<file path="src/rtl/debouncer_n.sv">
// N-channel switch debouncer: two-flop synchronizers, a shared sample tick and per-channel
// stability counters; emits registered levels plus one-cycle rise/fall pulses.
module debouncer_n #(
  parameter int unsigned N        = 20,
  parameter int unsigned STABLE   = 4,
  parameter int unsigned TICK_DIV = 16
) (
  input  logic         clk,
  input  logic         rst,
  input  logic [N-1:0] din,
  output logic [N-1:0] dout,
  output logic [N-1:0] rise,
  output logic [N-1:0] fall
);

  localparam int unsigned TW = (TICK_DIV > 1) ? $clog2(TICK_DIV) : 1;
  localparam int unsigned CW = (STABLE > 1) ? $clog2(STABLE) : 1;
  localparam logic [TW-1:0] TickMax = TW'(TICK_DIV - 1);
  localparam logic [CW-1:0] CntMax  = CW'(STABLE - 1);

  logic [N-1:0]  sync1_q, sync2_q;
  logic [TW-1:0] tick_cnt_q, tick_cnt_d;
  logic          tick;
  logic [CW-1:0] cnt_q [N];
  logic [CW-1:0] cnt_d [N];
  logic [N-1:0]  dout_d, rise_d, fall_d;

  always_ff @(posedge clk or posedge rst) begin
    if (rst) begin
      sync1_q <= '0;
      sync2_q <= '0;
    end else begin
      sync1_q <= din;
      sync2_q <= sync1_q;
    end
  end

  always_comb begin
    tick       = (tick_cnt_q == TickMax);
    tick_cnt_d = tick ? '0 : tick_cnt_q + 1'b1;
  end

  always_ff @(posedge clk or posedge rst) begin
    if (rst) begin
      tick_cnt_q <= '0;
    end else begin
      tick_cnt_q <= tick_cnt_d;
    end
  end

  // A sample equal to the current level restarts the count, so only an unbroken run of
  // STABLE differing ticks can flip the output.
  always_comb begin
    dout_d = dout;
    rise_d = '0;
    fall_d = '0;
    for (int i = 0; i < N; i++) begin
      cnt_d[i] = cnt_q[i];
      if (tick) begin
        if (sync2_q[i] == dout[i]) begin
          cnt_d[i] = '0;
        end else if (cnt_q[i] == CntMax) begin
          cnt_d[i]  = '0;
          dout_d[i] = sync2_q[i];
          rise_d[i] = sync2_q[i];
          fall_d[i] = ~sync2_q[i];
        end else begin
          cnt_d[i] = cnt_q[i] + 1'b1;
        end
      end
    end
  end

  always_ff @(posedge clk or posedge rst) begin
    if (rst) begin
      for (int i = 0; i < N; i++) begin
        cnt_q[i] <= '0;
      end
      dout <= '0;
      rise <= '0;
      fall <= '0;
    end else begin
      for (int i = 0; i < N; i++) begin
        cnt_q[i] <= cnt_d[i];
      end
      dout <= dout_d;
      rise <= rise_d;
      fall <= fall_d;
    end
  end

endmodule

</file>
<file path="config.mk">
export PLATFORM = sky130hd
export DESIGN_NAME = debouncer_n
export DESIGN_NICKNAME = d
export VERILOG_FILES = /design/src/rtl/debouncer_n.sv
export SDC_FILE = /design/constraint.sdc
export NUM_CORES = 1
export LEC_CHECK = 0
export CAP_MARGIN = 20
export CORE_MARGIN = 3
export CORE_UTILIZATION = 30
export CTS_CLUSTER_SIZE = 8
export DETAILED_ROUTE_END_ITERATION = 8
export GPL_TIMING_DRIVEN = 0
export PLACE_DENSITY = 0.54
export SLEW_MARGIN = 20
export SYNTH_ARGS = -nofsm -noshare
export SYNTH_HDL_FRONTEND = slang
export SYNTH_SLANG_ARGS = --single-unit
export TNS_END_PERCENT = 30
</file>
<file path="constraint.sdc">
create_clock -name clk -period 12.8 [get_ports clk]
set_input_delay 1.92 -clock clk [delete_from_list [all_inputs] [get_ports clk]]
set_output_delay 1.92 -clock clk [all_outputs]
set_load 0.02 [all_outputs]
</file>
## After elaboration in Yosys (flattened, before gate mapping)

Index checks and enable logic that the tools add are counted.

| operators by class | value |
|---|---|
| $add $sub $neg | 21 |
| eq/ne operators | 41 |
| mux-type cells | 161 |
| bitwise gates (word level) | 40 |
| reductions and logical operators | 20 |

Operators by type and width:

| operator | number |
|---|---|
| $mux W1 | 120 |
| $mux W2 | 40 |
| $reduce_and A3 Y1 | 20 |
| $add A2 B1 Y2 const B | 20 |
| $eq A2 B2 Y1 const B | 20 |
| $not A1 Y1 | 40 |
| $eq A1 B1 Y1 | 20 |
| $add A4 B1 Y4 const B | 1 |
| $eq A4 B4 Y1 const B | 1 |
| $mux W4 | 1 |

| word-level totals | value |
|---|---|
| register bits after elaboration | 144 |
| output and inout bits | 60 |
| logic and storage cells | 328 |

## Longest topological paths before layout

| logic depth | value |
|---|---|
| word-level depth | 4 |
| mapped depth | 5 |
| gate-level depth less buffers | 4 |

## Worst setup path after synthesis

OpenSTA, ideal clock, no wires.

| timing path | value |
|---|---|
| path type | flip-flop to output port |
| from | register dout[10] |
| to | output port dout[10] |
| data arrival time | 0.471 ns |
| required time | 10.880 ns |
| setup slack | 10.409 ns |
| cell stages (with the launch flop) | 1 |
| buffers on the path | 0 |
| path through | dfrtp_1 |

RTL lines:

| item | line | RTL |
|---|---|---|
| start, declared | 11 | `output logic [N-1:0] dout,` |
| start signal, assigned | 86 | `dout <= dout_d;` |

No word-level cell between the ends.

## Final worst setup path

| timing path | value |
|---|---|
| from | register dout[16] |
| to | output port dout[16] |

No word-level cell between the ends.

==> impl_metrics.ini <==
[pwr]
switching_share_pct = 20.29
power.leakage_nw = 3.112
clkPwrFrac_pct = 51.5
ir_drop_v = 0.0001097
p_comb_share_pct = 4.0
intPower_w = 0.0008670
pwr-share-seq_pct = 44.5
powerDensity_mw_per_mm2 = 154.4
p_switching_w = 0.0002207

[floorplan]
io_pins = 82
dieWidth_um = 138.3
core_mm2 = 0.01688
die_y_um = 138.3
rows = 47
dieArea_mm2 = 0.01911
start_util_pct = 31.09

[cells_and_area]
syn2layout_area_growth_pct = 34.24
nets = 507
drive_gt1_share_pct = 11.32
stdcell_area_mm2 = 0.007044
diodes = 0

[place]
dpl.hpwl_mm = 6.162
place_congestion = 0.6777
placed_area_mm2 = 0.006369
port-buffer-count = 81

[synthesis]
ys_ff_latch = 144
ys.flop_type = dfrtp_1
yosys.area_share.simple_pct = 10.47
synth_top_family_by_area = simple AND/OR/NAND/NOR gates
synth.cell_area_mm2 = 0.005248
synth_edf_count = 0
synth_xor_area_share_pct = 3.505
synthTopCellsByCount = 144 x dfrtp_1, 41 x nor2_1, 40 x a22o_1, 40 x nor3b_1
synth.distinct_cells = 19
seq_area_frac_synth_pct = 68.67
synth_compound_area_share_pct = 7.010
synth_top_area_share_pct = 68.67
synth_most_common_cell = dfrtp_1
yosys.area.top_type = dfrtp_1
synth_cells = 363
synth.area.top_cells = dfrtp_1 69%, a22o_1 6.7%, nor3b_1 5.7%, ha_1 5.0%, mux2_2 3.4%
async_reset_ff_share_pct = 100.0
synth_fa_ha_area_share_pct = 5.007
syn_avg_cell_area_um2 = 14.46
synth_nets = 406
synth_mux_area_share_pct = 4.292
yosysWarnings = 0

[worst_setup_path]
startpoint_type = flip-flop
reg2reg_to = cnt_q[20]
r2r_cells = 4
required_ns = 10.88
cp.depth = 1
rrSetupSlack_ns = 11.17
crit_buf_inv = 1
cpMaxStageDelayCell = clkdlybuf4s50_1
critPathLaunch = dout[16]
crit_path_end_kind = output port
cpPeakStageDelay_ns = 0.65
path_delay_family = buffers and inverters
path_class = flip-flop to output port
path_max_fanout = 5
reg2reg_from = tick_cnt_q[0]
cp-endpoint = dout[16]
worstPathCellList = clkdlybuf4s50_1
critical_path_arrival_ns = 1.49

[detailed_routing]
wirelength_mm = 9.499
wl_met3_um = 494
dr.max_layer_used = met4
drt_iter0_drc = 135
drc = 0
avgViaCountPerCell = 4.436
drt_pass1_iterations = 4
vias = 3092
antenna_left = 0
wire_per_inst_um = 13.63
wl_met2_mm = 4.467
m1WireLength_mm = 4.382

[hold_path]
min_path_cells = 0
min_path_type = flip-flop to flip-flop

[clocking]
cts_buffers = 17
clk_path_buf_depth = 2
post_cts_buffers = 0
hold_buffers = 0
clock_sinks = 144
root_buffer = clkbuf_16
path_clk_slew_ns = 0.06
cts_resized = 0
cts_tree = done
cts_max_level = 4
clock_latency_ns = 0.42

[grt]
antenna_found_initial = 0
first_global_vias = 3207
grt_max_degree = 89
gr-total-overflow = 0
grt_usage_pct = 10.65
grt_pass1_wl_mm = 16.28

[timing]
final_max_slew_viol_count = 0
setup_viol = 0
min_period_over_period_pct = 26.66
finalHoldViolations = 0
tns_ns = 0
worst_pin_slew_ns = 0.5807
max_freq_mhz = 293.1
rsz0062_at_grt = false
fin_crit_ns = 3.412
slew-limit-headroom_pct = 61.28
fin_skew_ns = 0.01228

[flow_run]
drv_cap = 0

[status]
status = finished, final reports clean
[stage by stage]
stage,hold WS (ns),util [%],std cells,setup slack [ns],power [W]
2_1_floorplan,0.3312,-,363,7.014,0.0005179
3_3_place_gp,0.3312,37.53,664,5.150,0.0005322
3_5_place_dp,0.3347,37.73,665,9.643,0.0005365
4_1_cts,0.3491,41.74,697,9.342,0.001106
5_1_grt,0.3580,41.74,697,9.310,0.001137
6_report,0.3485,41.74,697,9.388,0.001088
[cell usage in the layout, fill, tap and decap left out]
master and instances:
buf_6 2, xor2_1 1, clkinv_4 3, inv_6 1
dfrtp_1 144, inv_1 1, a21oi_1 1, inv_8 1
nor3b_1 40, nand2_1 21, bufinv_16 6, nor2_1 41
buf_2 2, mux2_1 4, ha_1 21, mux2_2 16
buf_16 1, clkinv_2 2, and3_4 1, nand3_1 1
clkbuf_1 5, clkdlybuf4s50_1 81, o21ai_0 1, clkbuf_16 17
a22o_1 40, clkinvlp_4 1, clkbuf_8 1, xnor2_1 20
o31ai_1 1
[worst reg2reg max path, stage by stage, from the launching register on]
cell      delay [ns]
dfrtp_1         0.41
ha_1            0.26
nand3_1         0.18
clkbuf_1        0.48
a22o_1          0.24
[power groups by stage]
stage          sequential [W]  combinational [W]  clock (W)
6_report             0.000484          0.0000436   0.000560
5_1_grt              0.000486          0.0000501   0.000601
4_1_cts              0.000484          0.0000451   0.000577
3_5_place_dp         0.000492          0.0000448          0
3_3_place_gp         0.000491          0.0000414          0
2_1_floorplan        0.000490          0.0000277          0
[worst min-delay path by stage]
stage,startpoint,to
2_1_floorplan,sync1_q[0],sync2_q[0]
3_3_place_gp,sync1_q[6],sync2_q[6]
3_5_place_dp,sync1_q[1],sync2_q[1]
4_1_cts,sync1_q[1],sync2_q[1]
5_1_grt,sync1_q[18],sync2_q[18]
6_report,sync1_q[16],sync2_q[16]
[kinds of logic (layout without fill, tap and decap cells)]
group	after synthesis	in the layout
adder cells (fa/ha/maj)	21	21
buffers and inverters	10	124
XOR/XNOR	21	21
AND/OR/NAND/NOR	104	104
multiplexers	20	20
AO/OA/AOI/OAI	43	43
flip-flops	144	144
[routing by layer]
layer	track usage, %	vias up
met3	3.971	11
met2	15.93	78
li1	-	1475
met5	0	-
met4	4.368	0
met1	14.04	1528
[flip-flops by register name, summed over array words and instances (netlist names)]
| signal | flops |
|---|---|
| sync2_q | 20 |
| dout | 20 |
| cnt_q | 40 |
| rise | 20 |
| tick_cnt_q | 4 |
| fall | 20 |
| sync1_q | 20 |
[layout make-up]
cell class                 instances  area [um2]
fill                            1538        9833
buffer                             8       47.55
timing repair buffer              82       838.3
tap                              220       275.3
multi-input combinational        209        1589
inverter                           2       15.01
sequential                       144        3603
clock buffer                      19       442.9
clock inverter                    13       232.7
Note: power is estimated with default switching activity, not from simulation.
